`config.mk`:
```
export PLATFORM = sky130hd
export DESIGN_NAME = param_down_timer
export DESIGN_NICKNAME = d
export VERILOG_FILES = /design/src/rtl/timer_pkg.sv /design/src/rtl/param_down_timer.sv
export SDC_FILE = /design/constraint.sdc
export NUM_CORES = 1
export LEC_CHECK = 0
export CORE_MARGIN = 2
export CORE_UTILIZATION = 40
export DETAILED_ROUTE_END_ITERATION = 6
export SLEW_MARGIN = 20
export SYNTH_ARGS = -nofsm -noshare
export SYNTH_HDL_FRONTEND = slang
export SYNTH_SLANG_ARGS = --single-unit
```
`constraint.sdc`:
```
create_clock -name clk -period 2.6 [get_ports clk]
set_clock_uncertainty 0.05 [all_clocks]
set_input_delay 0.39 -clock clk [delete_from_list [all_inputs] [get_ports clk]]
set_output_delay 0.39 -clock clk [all_outputs]
set_load 0.02 [all_outputs]
```
`src/rtl/timer_pkg.sv`:
```
// timer_pkg: shared state encoding for the down-timer family.
//   state_t : IDLE (accepting a load) / RUN (counting down)
package timer_pkg;
    typedef enum logic {
        IDLE = 1'b0,
        RUN  = 1'b1
    } state_t;
endpackage

```
`src/rtl/param_down_timer.sv`:
```
// param_down_timer: loadable down-counter with one-shot/auto-reload modes and a terminal-count pulse.
//   clk, rst_n   : clock, asynchronous active-low reset
//   load_valid   : load request, qualifies load_value/auto_reload; load_ready high in IDLE only
//   load_value   : start/reload value N; auto_reload selects periodic (1) or one-shot (0)
//   enable, stop : count enable (0 freezes), abort back to IDLE without a pulse
//   count        : remaining count; underflow: one-cycle terminal pulse; busy: in RUN
module param_down_timer
    import timer_pkg::*;
#(
    parameter int CNT_W = 16
) (
    input  logic             clk,
    input  logic             rst_n,
    input  logic             load_valid,
    output logic             load_ready,
    input  logic [CNT_W-1:0] load_value,
    input  logic             auto_reload,
    input  logic             enable,
    input  logic             stop,
    output logic [CNT_W-1:0] count,
    output logic             underflow,
    output logic             busy
);
    state_t           state_q, state_d;
    logic [CNT_W-1:0] count_q, count_d;
    logic [CNT_W-1:0] reload_q, reload_d;
    logic             mode_q, mode_d;
    logic             underflow_q, underflow_d;

    always_ff @(posedge clk or negedge rst_n) begin
        if (!rst_n) begin
            state_q     <= IDLE;
            count_q     <= '0;
            reload_q    <= '0;
            mode_q      <= 1'b0;
            underflow_q <= 1'b0;
        end else begin
            state_q     <= state_d;
            count_q     <= count_d;
            reload_q    <= reload_d;
            mode_q      <= mode_d;
            underflow_q <= underflow_d;
        end
    end

    // RUN priority: stop beats enable=0 beats terminal beats decrement.
    always_comb begin
        state_d     = state_q;
        count_d     = count_q;
        reload_d    = reload_q;
        mode_d      = mode_q;
        underflow_d = 1'b0;
        if (state_q == IDLE) begin
            count_d = '0;
            if (load_valid) begin
                count_d  = load_value;
                reload_d = load_value;
                mode_d   = auto_reload;
                state_d  = RUN;
            end
        end else if (stop) begin
            count_d = '0;
            state_d = IDLE;
        end else if (enable) begin
            if (count_q == '0) begin
                underflow_d = 1'b1;
                count_d     = mode_q ? reload_q : '0;
                state_d     = mode_q ? RUN : IDLE;
            end else begin
                count_d = count_q - CNT_W'(1);
            end
        end
    end

    assign load_ready = (state_q == IDLE);
    assign busy       = (state_q == RUN);
    assign count      = count_q;
    assign underflow  = underflow_q;
endmodule

```
==> results.yml, run 1 <==
status:
  status: "complete, no violations"
routing:
  drt_iter0_markers: 223
  drc: 0
  antenna_left: 0
  wl_per_cell_um: 16.95
  vias: 2033
  drt-total-wl_um: 6051
  dr.pass1.iters: 4
  drt-vias-per-instance: 5.695
place:
  placedInstanceArea_um2: 2609
  dp_slack_ns: 0.01187
  hpwl_um: 4216
  gp_congestion: 0.8658
  portBuffers: 40
cts:
  postCtsSetupRepairBufs: 0
  cts_buffer_depth: 2
  cts_tree: "yes"
  clkTransAtPathRegs_ns: 0.07
  clk-insertion-delay-late_ns: 0.29
  clock-sinks: 35
  root_buffer: "clkbuf_8"
  cts_max_level: 2
  numCtsBuffers: 5
setup_path:
  arrival_ns: 2.53
  path_class: "flip-flop to flip-flop"
  crit_path_max_fanout: 13
  r2r_start: "count[1]$_DFFE_PN0P_"
  crit_required_ns: 2.77
  endpoint_kind: "flip-flop"
  crit_start: "count[1]$_DFFE_PN0P_"
  cp-start-kind: "flip-flop"
floorplan:
  die_w_um: 76.75
  rows: 26
  io_pins: 41
  die_h_um: 76.75
  start_util_pct: 41.45
  die-area_um2: 5891
  core-area_um2: 5107
sta:
  maxSlewHeadroom_pct: 37.62
  setup_viol: 0
  tns_ns: 0
  hold_slack_ns: 0.4197
  rsz0062_at_grt: "false"
  maxSlewViolCount: 0
  setup_ws_ns: 0.2334
  timing.final.crit_share_pct: 91.02
  max_freq_mhz: 422.5
  hold_violations: 0
  min_period_ns: 2.367
  worst_pin_slew_ns: 0.9337
power_and_ir_drop:
  power_density_nw_per_um2: 713.6
  p_leak_nw: 1.161
  worst_ir_drop_vdd_v: 0.0003759
  p_total_mw: 1.922
logic_synthesis:
  synthCells: 249
  yosysSeqAreaShare_pct: 41.37
  async_flop_share_pct: 100.0
  syn_area_per_cell_um2: 8.502
  syn_area_um2: 2117
  synth-edff-count: 0
  synthFlopType: "dfrtp_1"
  yosys_warnings: 0
  synth_cell_types: 53
  ys_seq_elements: 35
  syn_nets: 273
layout:
  nFillCells: 498
  drive_gt1_share_pct: 11.50
  nNetsFinal: 312
  layout_common_cells: "67 x nand2_1, 40 x clkdlybuf4s50_1, 35 x dfrtp_1"
  design_area_um2: 2694
  final_common_cell: "nand2_1"
  syn_to_final_growth_pct: 27.25
  antennaDiodeCount: 0
global_route:
  grt.overflow.total: 0
  grt_pass1_wl_um: 10270
  grt_max_degree: 36
  grt_pass1_vias: 2017
  grt_antenna_before_repair: 0
  track_usage_pct: 22.09
worst_hold_path:
  hold_start: "reload_q[9]$_DFFE_PN0P_"
  min_path_type: "flip-flop to flip-flop"
job:
  drv_cap: 0
[metal layers]
layer  GRT usage [%]  share of wire (%)  vias to the layer above
li1                -                  -                      980
met1           29.90                 47                      984
met2           35.09                 47                       59
met3           4.471                5.0                       10
met4           7.818                1.4                        0
met5               0                  0                        -
[layout make-up]
type | count | area (um2) | share of cell area (%)
multi-input cells | 188 | 1134 | 42.08
flip-flops and latches | 35 | 875.8 | 32.51
repair buffers | 55 | 513.0 | 19.04
well taps | 70 | 87.58 | 3.251
clock buffers | 6 | 72.57 | 2.694
inverters | 3 | 11.26 | 0.4180
[report_power, final]
part / internal, mW / total [mW] / leakage (nW) / switching, mW
Clock: 0.179 / 0.378 / 0.0371 / 0.199
Sequential: 0.645 / 0.758 / 0.446 / 0.114
Combinational: 0.350 / 0.786 / 0.677 / 0.436
[flip-flops by register name, summed over array words and instances, names as in the netlist]
name / count
count: 16
reload_q: 16
busy: 1
mode_q: 1
underflow: 1
[worst paths after layout]
path | to | slack, ns | cells past startpoint
max | count[14]$_DFFE_PN0P_ | 0.23 | 6
max in group asynchronous | reload_q[6]$_DFFE_PN0P_ | 1.70 | 2
min | reload_q[9]$_DFFE_PN0P_ | 0.42 | 2
min reg2reg | reload_q[9]$_DFFE_PN0P_ | 0.42 | 2
max reg2reg | count[14]$_DFFE_PN0P_ | 0.23 | 6
min in group asynchronous | reload_q[14]$_DFFE_PN0P_ | 0.48 | 2
[Yosys cell counts, drive strengths merged, types with 2 or more instances]
| cell type | n | area share, % |
|---|---|---|
| a22oi | 4 | 1.4 |
| a31oi | 2 | 0.59 |
| xnor2 | 2 | 0.83 |
| dfrtp | 35 | 41 |
| nand3b | 6 | 2.1 |
| nand3 | 9 | 2.1 |
| or4 | 6 | 2.5 |
| clkbuf | 16 | 2.9 |
| or3 | 3 | 1.1 |
| nand2b | 2 | 0.59 |
| ha | 2 | 1.2 |
| a211oi | 2 | 0.71 |
| inv | 3 | 0.53 |
| a41oi | 5 | 2.1 |
| nor3b | 3 | 1.3 |
| buf | 7 | 2.2 |
| o31ai | 4 | 1.4 |
| xor2 | 3 | 1.2 |
| o311a | 4 | 1.9 |
| nand2 | 67 | 12 |
| nand4 | 4 | 1.2 |
| and2 | 3 | 0.89 |
| mux2 | 4 | 2.1 |
| nor2b | 2 | 0.59 |
| nor4 | 4 | 1.5 |
| o21ai | 14 | 3.3 |
| or4b | 2 | 0.95 |
| nor3 | 9 | 2.1 |
| nor2 | 6 | 1.1 |
[metrics by stage]
stage / util [%] / cells
detailed placement: 51.08 / 351
finish: 52.74 / 357
floorplan: - / 249
global route: 52.74 / 357
CTS: 52.50 / 357
global placement: 51.08 / 351
[critical path: stages, from the launching register on]
cell and delay (ns):
dfrtp_1 0.42, inv_1 0.09, ha_1 0.13, or4b_4 0.53, or4_4 0.63, o311a_1 0.39
o21ai_0 0.07
[logic make-up (layout without fill, tap and decap cells)]
group / after synthesis / after routing / share of synthesized area (%)
multiplexers: 4 / 4 / 2.128
flip-flops: 35 / 35 / 41.37
AND/OR/NAND/NOR: 127 / 127 / 30.32
AO/OA/AOI/OAI: 50 / 50 / 17.26
buffers and inverters: 26 / 64 / 5.673
adder cells (fa/ha/maj): 2 / 2 / 1.182
XOR/XNOR: 5 / 5 / 2.069
[timing repair]
action | CTS | global route
setup endpoints to repair | 0 | 3
resized for setup | 0 | 2
hold buffers | 0 | 0
Note: power is estimated with default switching activity, not from simulation.
==> run 2, diff against run 1 <==
- CELL_PAD_IN_SITES_DETAIL_PLACEMENT: default -> 0
- CELL_PAD_IN_SITES_GLOBAL_PLACEMENT: default -> 1
- CORE_UTILIZATION: 40 -> 38
- PLACE_DENSITY_LB_ADDON: default -> 0.1
==> results.yml, run 2 (synthesis results as in run 1) <==
power_and_ir_drop:
  p_total_mw: 1.997
  clkPwrFrac_pct: 22.5
  p_leak_nw: 1.184
  switching_share_pct: 38.09
  worst_ir_drop_vdd_v: 0.0002949
  p_int_mw: 1.236
  p_comb_share_pct: 39.6
  power_frac_seq_pct: 37.9
  power_density_nw_per_um2: 730.2
  p_switching_mw: 0.7607
routing:
  drt-total-wl_um: 6318
  dr.pass1.iters: 4
  antenna_left: 0
  drt_iter0_markers: 158
  drc: 0
  wl_per_cell_um: 17.40
  vias: 2026
  drt-vias-per-instance: 5.581
global_route:
  grt_pass1_wl_um: 10670
  grt_pass1_vias: 1984
  grt_antenna_before_repair: 0
  grt_max_degree: 36
  track_usage_pct: 22.56
  grt.overflow.total: 0
sta:
  hold_violations: 0
  maxSlewHeadroom_pct: 37.56
  setup_viol: 0
  max_freq_mhz: 404.7
  timing.final.crit_share_pct: 95.03
  rsz0062_at_grt: "false"
  maxSlewViolCount: 0
  worst_pin_slew_ns: 0.9346
  min_period_ns: 2.471
layout:
  nFillCells: 530
  final_common_cell: "nand2_1"
  multi_input_area_um2: 1130
  design_area_um2: 2735
  antennaDiodeCount: 0
  regArea_um2: 875.8
  fin_util_pct: 50.29
  syn_to_final_growth_pct: 29.20
  nNetsFinal: 314
  layout_common_cells: "67 x nand2_1, 40 x clkdlybuf4s50_1, 35 x dfrtp_1"
  drive_gt1_share_pct: 12.37
setup_path:
  path_class: "flip-flop to flip-flop"
  timing.critical_path.cells: "inv_1 > ha_1 > or4b_1 > or4_4 > o311a_1 > o21ai_0"
  arrival_ns: 2.64
  cp-start-kind: "flip-flop"
  crit_required_ns: 2.77
  worst_path_largest_cell_delay_ns: 0.65
  crit_path_max_fanout: 13
  cp_slowest_cell: "or4_4"
  endpoint_kind: "flip-flop"
cts:
  clk-insertion-delay-late_ns: 0.29
  clock-sinks: 35
  cts_hold_buf: 0
  cts_max_level: 2
  cts-resized-gates: 0
  postCtsSetupRepairBufs: 0
  cts_tree: "yes"
  root_buffer: "clkbuf_8"
  numCtsBuffers: 5
  cts_buffer_depth: 2
  clkTransAtPathRegs_ns: 0.08
floorplan:
  start_util_pct: 38.92
  die_w_um: 78.64
  core-area_um2: 5439
  io_pins: 41
  rows: 27
  die_h_um: 78.64
  die-area_um2: 6184
place:
  portBuffers: 40
  hpwl_um: 4270
  gp_congestion: 0.8742
  placedInstanceArea_um2: 2626
status:
  status: "complete, no violations"
job:
  drv_cap: 0
worst_hold_path:
  min_path_type: "flip-flop to flip-flop"
run 2: power groups by stage:
stage / Sequential (mW) / Clock, mW / Combinational, mW
after floorplan: 0.771 / 0 / 0.481
after global placement: 0.767 / 0 / 0.776
after detailed placement: 0.767 / 0 / 0.780
after CTS: 0.757 / 0.464 / 0.785
after global routing: 0.775 / 0.493 / 0.873
final: 0.758 / 0.449 / 0.790
run 2: metrics by stage:
step | worst slack (ns) | TNS (ns) | hold WS, ns | instances
after global placement | 0.01809 | 0 | 0.4077 | 355
after floorplan | 0.2363 | 0 | 0.04441 | 249
final | 0.1293 | 0 | 0.4235 | 363
after detailed placement | -0.03055 | -0.03055 | 0.4134 | 355
after global routing | 0.003216 | 0 | 0.4500 | 363
after CTS | 0.04715 | 0 | 0.4316 | 363
run 2: routing by layer:
| metal | part of all wire [%] | global-route usage, % | up-vias | wire length [um] |
|---|---|---|---|---|
| met5 | 0 | 0 | - | 0 |
| met2 | 47 | 35.04 | 58 | 2946 |
| met3 | 5.5 | 4.253 | 7 | 350 |
| met1 | 47 | 31.96 | 981 | 2953 |
| met4 | 1.1 | 6.491 | 0 | 68 |
| li1 | - | - | 980 | - |
run 2: cell type report:
type                    instances  share of cell area (%)
multi-input cells             188                   41.31
flip-flops and latches         35                   32.02
repair buffers                 57                   19.30
clock buffers                   8                   3.660
well taps                      72                   3.294
inverters                       3                  0.4117
run 2: critical path, delay by kind of cell, from the launching register on:
kind                       cells  cell delay, ns
AOI/OAI and AO/OA              2            0.45
buffers and inverters          1            0.09
DFF                            1            0.43
adders and majority gates      1            0.13
and+or+nand+nor                2            1.25
run 2: worst paths after layout:
path / startpoint / to / slack, ns / cells past startpoint
worst max-delay path: count[1]$_DFFE_PN0P_ / count[14]$_DFFE_PN0P_ / 0.13 / 6
worst min-delay path: reload_q[0]$_DFFE_PN0P_ / reload_q[0]$_DFFE_PN0P_ / 0.42 / 2
worst max register to register: count[1]$_DFFE_PN0P_ / count[14]$_DFFE_PN0P_ / 0.13 / 6
worst min register to register: reload_q[0]$_DFFE_PN0P_ / reload_q[0]$_DFFE_PN0P_ / 0.42 / 2
max in group asynchronous: rst_n / reload_q[0]$_DFFE_PN0P_ / 1.68 / 2
min in group asynchronous: rst_n / reload_q[13]$_DFFE_PN0P_ / 0.48 / 2
==> run 3, diff against run 2 <==
- PLACE_DENSITY: default -> 0.87
- PLACE_DENSITY_LB_ADDON: 0.1 -> default
- clock period: 2.6 -> 2.65 ns (I/O delays scaled with it)
==> results.yml, run 3 (synthesis results as in run 1) <==
status:
  status: "complete, no violations"
routing:
  drt-total-wl_um: 6082
  vias: 2034
  drt_iter0_markers: 148
  drc: 0
  wl_per_cell_um: 16.89
  dr.pass1.iters: 4
  drt-vias-per-instance: 5.650
  antenna_left: 0
layout:
  drive_gt1_share_pct: 11.81
  syn_to_final_growth_pct: 29.85
  regArea_um2: 875.8
  nFillCells: 524
  antennaDiodeCount: 0
  final_common_cell: "nand2_1"
  layout_common_cells: "67 x nand2_1, 40 x clkdlybuf4s50_1, 35 x dfrtp_1"
  multi_input_area_um2: 1130
  nNetsFinal: 311
place:
  hpwl_um: 4092
  gp_congestion: 0.9093
  portBuffers: 40
sta:
  maxSlewViolCount: 0
  setup_viol: 0
  tns_ns: 0
  max_freq_mhz: 392.3
  hold_violations: 0
  rsz0062_at_grt: "false"
  min_period_ns: 2.549
  hold_slack_ns: 0.4258
  timing.final.crit_share_pct: 96.20
  worst_pin_slew_ns: 0.9094
  maxSlewHeadroom_pct: 39.24
floorplan:
  die_w_um: 78.64
  io_pins: 41
  rows: 27
  start_util_pct: 38.92
  die-area_um2: 6184
  die_h_um: 78.64
  core-area_um2: 5439
job:
  drv_cap: 0
power_and_ir_drop:
  p_comb_share_pct: 36.4
  power_density_nw_per_um2: 764.9
  p_int_mw: 1.344
  p_leak_nw: 1.182
  p_switching_mw: 0.7586
  worst_ir_drop_vdd_v: 0.0003141
  clkPwrFrac_pct: 28.3
  power_frac_seq_pct: 35.4
  switching_share_pct: 36.08
cts:
  clkTransAtPathRegs_ns: 0.08
  clk-insertion-delay-late_ns: 0.30
  clock-sinks: 35
  cts_buffer_depth: 2
  numCtsBuffers: 5
  root_buffer: "clkbuf_8"
  cts_max_level: 2
  cts_tree: "yes"
global_route:
  grt_pass1_vias: 2006
  grt_pass1_wl_um: 10210
  grt.overflow.total: 0
  track_usage_pct: 21.34
  grt_max_degree: 36
  grt_antenna_before_repair: 0
setup_path:
  path_class: "flip-flop to flip-flop"
  worstRegToRegCells: 6
  cp_slowest_cell: "or4_4"
  endpoint_kind: "flip-flop"
  arrival_ns: 2.72
  crit_path_max_fanout: 13
  crit_family: "simple AND/OR/NAND/NOR gates"
  path_buf_inv: 1
  crit_required_ns: 2.82
  r2r_slack_ns: 0.10
  timing.critical_path.cells: "inv_1 > ha_1 > or4b_1 > or4_4 > o311a_1 > o21ai_0"
  r2r-end: "count[14]$_DFFE_PN0P_"
  cp-start-kind: "flip-flop"
  worst_path_largest_cell_delay_ns: 0.66
  r2r_start: "count[0]$_DFFE_PN0P_"
worst_hold_path:
  min_path_type: "flip-flop to flip-flop"
  hold_depth: 2
  hold_start: "reload_q[9]$_DFFE_PN0P_"
  hold_end: "reload_q[9]$_DFFE_PN0P_"
## run 3: final cells by class
| class | count | area share, % |
|---|---|---|
| multi-input cells | 188 | 41.10 |
| flip-flops and latches | 35 | 31.86 |
| repair buffers | 54 | 18.39 |
| well taps | 72 | 3.277 |
| clock buffers | 5 | 2.503 |
| clock inverters | 3 | 2.458 |
| inverters | 3 | 0.4096 |
## run 3: worst max path at each step
stage	from	to	slack [ns]	cells past startpoint
global placement	enable	count[12]$_DFFE_PN0P_	0.07	5
global route	count[0]$_DFFE_PN0P_	count[13]$_DFFE_PN0P_	0.01	6
detailed placement	enable	count[12]$_DFFE_PN0P_	0.01	5
floorplan	count[0]$_DFFE_PN0P_	busy$_DFF_PN0_	0.29	8
CTS	count[0]$_DFFE_PN0P_	count[7]$_DFFE_PN0P_	0.07	7
finish	count[0]$_DFFE_PN0P_	count[14]$_DFFE_PN0P_	0.10	6
## run 3: repair_timing
item / CTS / global route
setup buffers: 0 / 0
setup endpoints to repair: 0 / 6
hold buffers: 0 / 0
gates resized for setup: 0 / 1
## run 3: worst min-delay path: stages (launching register included)
cell and delay, ns:
dfrtp_1 0.34, nand2_1 0.05, nand2_1 0.06
## run 3: power by group through the flow
stage	registers, mW	clock network (mW)	logic, mW
2_1_floorplan	0.756	0	0.472
3_3_place_gp	0.751	0	0.747
3_5_place_dp	0.754	0	0.750
4_1_cts	0.744	0.606	0.753
5_1_grt	0.760	0.631	0.846
6_report	0.744	0.594	0.765
## run 3: metrics by stage
| stage | instance area [um2] | power [mW] | setup WS [ns] | instances | utilization [%] |
|---|---|---|---|---|---|
| global placement | 2604 | 1.499 | 0.06997 | 352 | 47.87 |
| CTS | 2740 | 2.103 | 0.06910 | 360 | 50.38 |
| detailed placement | 2604 | 1.504 | 0.01174 | 352 | 47.87 |
| finish | 2749 | 2.103 | 0.1008 | 360 | 50.54 |
| floorplan | 2117 | 1.228 | 0.2863 | 249 | - |
| global route | 2749 | 2.236 | 0.009823 | 360 | 50.54 |
## run 3: metal layers
metal	vias up	wire length (um)	GRT usage, %	share of wire, %
met2	70	2882	33.93	47
li1	970	-	-	-
met5	-	0	0	0
met3	8	344	4.138	5.7
met1	986	2797	29.22	46
met4	0	58	6.842	0.95
